## src/rtl/i2c_pos_reader.sv

```systemverilog
// I2C read master for the position-tracker slave. It sends START and the address with R=1,
// reads three bytes (ACK, ACK, NACK), then sends STOP. Both lines are open-drain, driven through output enables.
module i2c_pos_reader #(
    parameter logic [6:0] I2C_ADDR = 7'b1100100,
    parameter int         CLK_DIV  = 16
) (
    input  logic       clk,
    input  logic       rst_n,
    input  logic       start,
    output logic       busy,
    output logic       done,
    output logic       ack_err,
    output logic [7:0] x_pos,
    output logic [7:0] y_pos,
    output logic [7:0] status,
    input  logic       scl_in,
    input  logic       sda_in,
    output logic       scl_oe,
    output logic       sda_oe
);

    // state   | meaning
    // IDLE    | bus released, waiting for start
    // START   | 2 quarters: SDA falls while SCL high, then SCL pulled
    // ADDR    | 8 bit slots of {I2C_ADDR, 1}
    // AACK    | slave acknowledge slot for the address
    // READ    | 8 bit slots shifting slave data into the shadow register
    // MACK    | master ACK (bytes 0,1) or NACK (byte 2)
    // STOP    | 3 quarters: SDA rises while SCL high
    typedef enum logic [2:0] {
        S_IDLE, S_START, S_ADDR, S_AACK, S_READ, S_MACK, S_STOP
    } state_t;

    localparam int             CW   = (CLK_DIV > 1) ? $clog2(CLK_DIV) : 1;
    localparam logic [CW-1:0]  QMAX = CW'(CLK_DIV - 1);

    state_t        state_q, state_d;
    logic [1:0]    phase_q, phase_d;
    logic [CW-1:0] qcnt_q, qcnt_d;
    logic [2:0]    bit_q, bit_d;
    logic [1:0]    byte_q, byte_d;
    logic [7:0]    tx_q, tx_d;
    logic [23:0]   shadow_q, shadow_d;
    logic          nack_q, nack_d;
    logic          scl_s1, scl_s, sda_s1, sda_s;
    logic          busy_d, done_d, ack_err_d, scl_d, sda_d;
    logic [7:0]    x_d, y_d, status_d;
    logic [1:0]    last_phase;
    logic          q_end;

    // q2 is held open until the synchronized SCL is high, which gives the slave its stretch window
    assign q_end = (qcnt_q == QMAX) && ((phase_q != 2'd2) || scl_s);

    always_ff @(posedge clk or negedge rst_n) begin
        if (!rst_n) begin
            scl_s1   <= 1'b1;
            scl_s    <= 1'b1;
            sda_s1   <= 1'b1;
            sda_s    <= 1'b1;
            state_q  <= S_IDLE;
            phase_q  <= '0;
            qcnt_q   <= '0;
            bit_q    <= '0;
            byte_q   <= '0;
            tx_q     <= '0;
            shadow_q <= '0;
            nack_q   <= 1'b0;
            busy     <= 1'b0;
            done     <= 1'b0;
            ack_err  <= 1'b0;
            x_pos    <= '0;
            y_pos    <= '0;
            status   <= '0;
            scl_oe   <= 1'b0;
            sda_oe   <= 1'b0;
        end else begin
            scl_s1   <= scl_in;
            scl_s    <= scl_s1;
            sda_s1   <= sda_in;
            sda_s    <= sda_s1;
            state_q  <= state_d;
            phase_q  <= phase_d;
            qcnt_q   <= qcnt_d;
            bit_q    <= bit_d;
            byte_q   <= byte_d;
            tx_q     <= tx_d;
            shadow_q <= shadow_d;
            nack_q   <= nack_d;
            busy     <= busy_d;
            done     <= done_d;
            ack_err  <= ack_err_d;
            x_pos    <= x_d;
            y_pos    <= y_d;
            status   <= status_d;
            scl_oe   <= scl_d;
            sda_oe   <= sda_d;
        end
    end

    always_comb begin
        state_d   = state_q;
        phase_d   = phase_q;
        qcnt_d    = qcnt_q;
        bit_d     = bit_q;
        byte_d    = byte_q;
        tx_d      = tx_q;
        shadow_d  = shadow_q;
        nack_d    = nack_q;
        busy_d    = busy;
        done_d    = 1'b0;
        ack_err_d = ack_err;
        x_d       = x_pos;
        y_d       = y_pos;
        status_d  = status;

        case (state_q)
            S_START: last_phase = 2'd1;
            S_STOP:  last_phase = 2'd2;
            default: last_phase = 2'd3;
        endcase

        if (state_q == S_IDLE) begin
            if (start) begin
                state_d   = S_START;
                phase_d   = '0;
                qcnt_d    = '0;
                bit_d     = '0;
                byte_d    = '0;
                tx_d      = {I2C_ADDR, 1'b1};
                nack_d    = 1'b0;
                busy_d    = 1'b1;
                ack_err_d = 1'b0;
            end
        end else if (!q_end) begin
            if (qcnt_q != QMAX) qcnt_d = qcnt_q + 1'b1;
        end else begin
            qcnt_d = '0;
            if (phase_q == 2'd2) begin
                if (state_q == S_AACK) nack_d = sda_s;
                if (state_q == S_READ) shadow_d = {shadow_q[22:0], sda_s};
            end
            if (phase_q != last_phase) begin
                phase_d = phase_q + 2'd1;
            end else begin
                phase_d = '0;
                case (state_q)
                    S_START: state_d = S_ADDR;
                    S_ADDR: begin
                        tx_d  = {tx_q[6:0], 1'b0};
                        bit_d = bit_q + 3'd1;
                        if (bit_q == 3'd7) state_d = S_AACK;
                    end
                    S_AACK: begin
                        bit_d   = '0;
                        state_d = nack_q ? S_STOP : S_READ;
                    end
                    S_READ: begin
                        bit_d = bit_q + 3'd1;
                        if (bit_q == 3'd7) state_d = S_MACK;
                    end
                    S_MACK: begin
                        if (byte_q == 2'd2) begin
                            state_d = S_STOP;
                        end else begin
                            state_d = S_READ;
                            byte_d  = byte_q + 2'd1;
                        end
                    end
                    S_STOP: begin
                        state_d = S_IDLE;
                        busy_d  = 1'b0;
                        done_d  = 1'b1;
                        if (nack_q) begin
                            ack_err_d = 1'b1;
                        end else begin
                            x_d      = shadow_q[23:16];
                            y_d      = shadow_q[15:8];
                            status_d = shadow_q[7:0];
                        end
                    end
                    default: state_d = S_IDLE;
                endcase
            end
        end

        // Line drive follows the next state/phase, so the registered enables move only on phase boundaries
        scl_d = 1'b0;
        sda_d = 1'b0;
        case (state_d)
            S_START: begin
                scl_d = (phase_d == 2'd1);
                sda_d = 1'b1;
            end
            S_ADDR: begin
                scl_d = !phase_d[1];
                sda_d = !tx_d[7];
            end
            S_AACK, S_READ: scl_d = !phase_d[1];
            S_MACK: begin
                scl_d = !phase_d[1];
                sda_d = (byte_d != 2'd2);
            end
            S_STOP: begin
                scl_d = (phase_d == 2'd0);
                sda_d = (phase_d != 2'd2);
            end
            default: ;
        endcase
    end

endmodule

```

## config.mk

```make
export PLATFORM = sky130hd
export DESIGN_NAME = i2c_pos_reader
export DESIGN_NICKNAME = d
export VERILOG_FILES = /design/src/rtl/i2c_pos_reader.sv
export SDC_FILE = /design/constraint.sdc
export NUM_CORES = 1
export LEC_CHECK = 0
export ABC_CLOCK_PERIOD_IN_PS = 2200
export BUFFER_PORTS_ARGS = -buffer_cell sky130_fd_sc_hd__buf_4
export CAP_MARGIN = 20
export CORE_UTILIZATION = 50
export DETAILED_ROUTE_END_ITERATION = 12
export PLACE_DENSITY_LB_ADDON = 0.2
export SKIP_CTS_REPAIR_TIMING = 1
export SLEW_MARGIN = 20
export SYNTH_ARGS = -nofsm -noshare
export SYNTH_HDL_FRONTEND = slang
export SYNTH_SLANG_ARGS = --single-unit
```

## constraint.sdc

```tcl
create_clock -name clk -period 2.2 [get_ports clk]
set_clock_uncertainty 0.1 [all_clocks]
set_input_delay 0.66 -clock clk [delete_from_list [all_inputs] [get_ports clk]]
set_output_delay 0.66 -clock clk [all_outputs]
set_load 0.01 [all_outputs]
```

==> flow_summary.json <==
{
  "die_w_um": 85.9,
  "path_class": "flip-flop to flip-flop",
  "hold_path_class": "input port to async pin",
  "worstPathArrival_ps": 2490,
  "pre_cts_slack_ps": -109,
  "slowest_delay_ps": 440,
  "relSlewSlack_pct": 58.4,
  "path_clk_slew_ps": 90,
  "grt_overflow": 0,
  "finalCritPeriodShare_pct": 104,
  "worstPathRequired_ps": 2390,
  "detail-route-antenna-nets": 0,
  "antenna_found_initial": 0,
  "p_leak_nw": 2.25,
  "met1_length_um": 3430,
  "worstPathMaxFanout": 4,
  "violations": "setup timing",
  "core_um2": 6790,
  "final_core_util_pct": 68.7,
  "start_util_pct": 51.7,
  "nFillCells": 482,
  "yosys_warnings": 0,
  "slew_violations": 0,
  "status": "finished with violations",
  "cp_slowest_cell": "dfrtp_1",
  "fin_ws_ps": -94.3,
  "synthFlopType": "dfrtp_1",
  "track_usage_pct": 20.3,
  "wire_per_inst_um": 16.7,
  "synth_nets": 293,
  "final-hold-violation-count": 0,
  "grt_pass1_vias": 2373,
  "drt_pass1_iterations": 4,
  "drc": 0,
  "vias": 2517,
  "nNetsFinal": 376,
  "r2r_cells": 7,
  "syn-cell-area_um2": 3520,
  "numCtsBuffers": 9,
  "max_freq_mhz": 436,
  "highest_layer": "met4",
  "ir_drop_mv": 0.465,
  "synthArstFlopShare_pct": 100,
  "io_buffers": 33,
  "syn_to_final_growth_pct": 32.8,
  "place_inst": 439,
  "critPathTopFamily": "compound AO/OA/AOI/OAI gates",
  "viasPerCell": 5.41,
  "finalSetupViolCount": 21,
  "ys_types": 46,
  "clkLatencyLatePin_ps": 350,
  "die_height_um": 85.9,
  "tightest_slew_ps": 618,
  "layout.cells.non_filler": 465,
  "dp_hpwl_um": 4910,
  "rsz0062_at_grt": "true",
  "clk_path_buf_depth": 2,
  "grt_start_max_net_pins": 41,
  "met3_length_um": 338,
  "cts_sinks": 80,
  "ys_seq_elements": 80,
  "row_count": 30,
  "maxCapViolCount": 0,
  "syn_inst": 281,
  "clock_tree.root_cell": "clkbuf_8",
  "grt_pass1_wl_um": 11300,
  "antenna_cells": 0,
  "critPathLaunchType": "flip-flop",
  "p_per_area_nw_per_um2": 714,
  "path_cells": "and3b_4 -> or3_4 -> a211o_4 -> o21ai_2 -> a31oi_1 -> a311oi_1 -> a22o_1",
  "met2_length_um": 3810,
  "crit_start": "state_q[1]",
  "reg2reg_from": "state_q[1]",
  "die_area_um2": 7370,
  "htreeDepth": 3,
  "avgSynthCellArea_um2": 12.5,
  "period_minus_slack_ps": 2290,
  "place_congestion": 0.839,
  "synth_edf_count": 0,
  "ios": 34,
  "endpoint_kind": "flip-flop",
  "path_buf_inv": 0,
  "drt_wl_total_um": 7750,
  "cts_tree": "built",
  "seq_area_frac_synth_pct": 57.1,
  "crit_cells": 7,
  "drive_gt1_share_pct": 46.9,
  "drt_iter0_drc": 120
}
## kinds of logic (layout without fill, tap and decap cells)
group | after synthesis | in the layout | synth area share, %
flops | 80 | 80 | 57.1
fa+ha+maj | 7 | 7 | 2.49
simple gates | 60 | 60 | 9.00
compound gates | 58 | 58 | 11.6
buf+inv | 23 | 111 | 3.02
mux | 52 | 52 | 16.5
xor+xnor | 1 | 1 | 0.249
## state kept, by name, summed over array words and instances (netlist names), 2 cells and up
signal    cells
bit_q         3
byte_q        2
phase_q       2
qcnt_q        4
shadow_q     24
state_q       3
status        8
tx_q          8
x_pos         8
y_pos         8
## worst reg2reg max path: stages, from the launching register on
cell and delay, ps:
dfrtp_1 440, and3b_4 210, or3_4 360, a211o_4 390, o21ai_2 190, a31oi_1 120
a311oi_1 260, a22o_1 170
## per-stage QoR
stage | instance area, um2 | TNS (ps) | total power (W) | hold WS [ps]
floorplan | 3540 | -1530 | 0.00190 | 245
CTS | 4370 | -2320 | 0.00329 | 196
detailed placement | 4150 | -1770 | 0.00215 | 247
global placement | 4150 | -1010 | 0.00213 | 246
finish | 4670 | -828 | 0.00333 | 180
global route | 4670 | -2580 | 0.00350 | 205
## metal layers
metal | up-vias | track usage [%]
li1 | 1186 | -
met1 | 1260 | 26.0
met2 | 57 | 32.5
met3 | 14 | 5.00
met4 | 0 | 10.3
met5 | - | 0
## power breakdown
group | switching, W | total (W) | leakage (nW) | internal [W]
logic | 0.000354 | 0.000604 | 1.08 | 0.000250
registers | 0.0000486 | 0.00159 | 1.07 | 0.00154
clock network | 0.000568 | 0.00114 | 0.105 | 0.000573
total | 0.000971 | 0.00333 | 2.25 | 0.00236
## cells in the final DEF (no fill, tap or decap), types with 2 or more instances in the layout
cell	instances
dfrtp_1	76
buf_4	72
mux2_2	30
nand2_1	22
mux2_4	18
inv_1	13
o21ai_0	12
a21oi_1	10
clkbuf_8	10
nand4_1	6
nor2b_1	5
nor2_1	5
o21ai_1	5
ha_1	5
a22oi_1	4
buf_12	4
dfstp_2	4
nor3_1	3
nand2b_1	3
o22ai_1	3
buf_6	3
nor3b_2	2
nand3_2	2
a21boi_4	2
and3_1	2
o211ai_1	2
mux2i_1	2
a211oi_1	2
a22o_1	2
o21ai_2	2
nand3_1	2
a31oi_1	2
a311oi_1	2
a32o_1	2
inv_6	2
clkbuf_16	2
## final timing paths
path                               to  slack [ps]
min in group clk                sda_s         260
max in group asynchronous       sda_s        1170
hold / removal             state_q[0]         180
setup reg to reg               sda_oe         -90
setup / recovery               sda_oe         -90
hold reg to reg                 sda_s         260
## cells in the mapped netlist (5+ instances only)
master | number | area (um2)
dfrtp_1 | 76 | 1900
mux2_2 | 47 | 529
nand2_1 | 23 | 86.3
o21ai_0 | 17 | 85.1
inv_1 | 13 | 48.8
a21oi_1 | 10 | 50.1
ha_1 | 7 | 87.6
nand4_1 | 6 | 37.5
nor2_1 | 6 | 22.5
nor2b_1 | 6 | 37.5
a22oi_1 | 5 | 37.5
## final cells by class
type                       instances  area (um2)  share of cell area, %
sequential                        80        2010                   43.0
multi-input combinational        178        1560                   33.4
timing repair buffer              82         719                   15.4
clock buffer                      10         138                   2.95
tap                               96         120                   2.57
clock inverter                     6        75.1                   1.61
inverter                          13        48.8                   1.05
(Power assumes the default switching activity.)
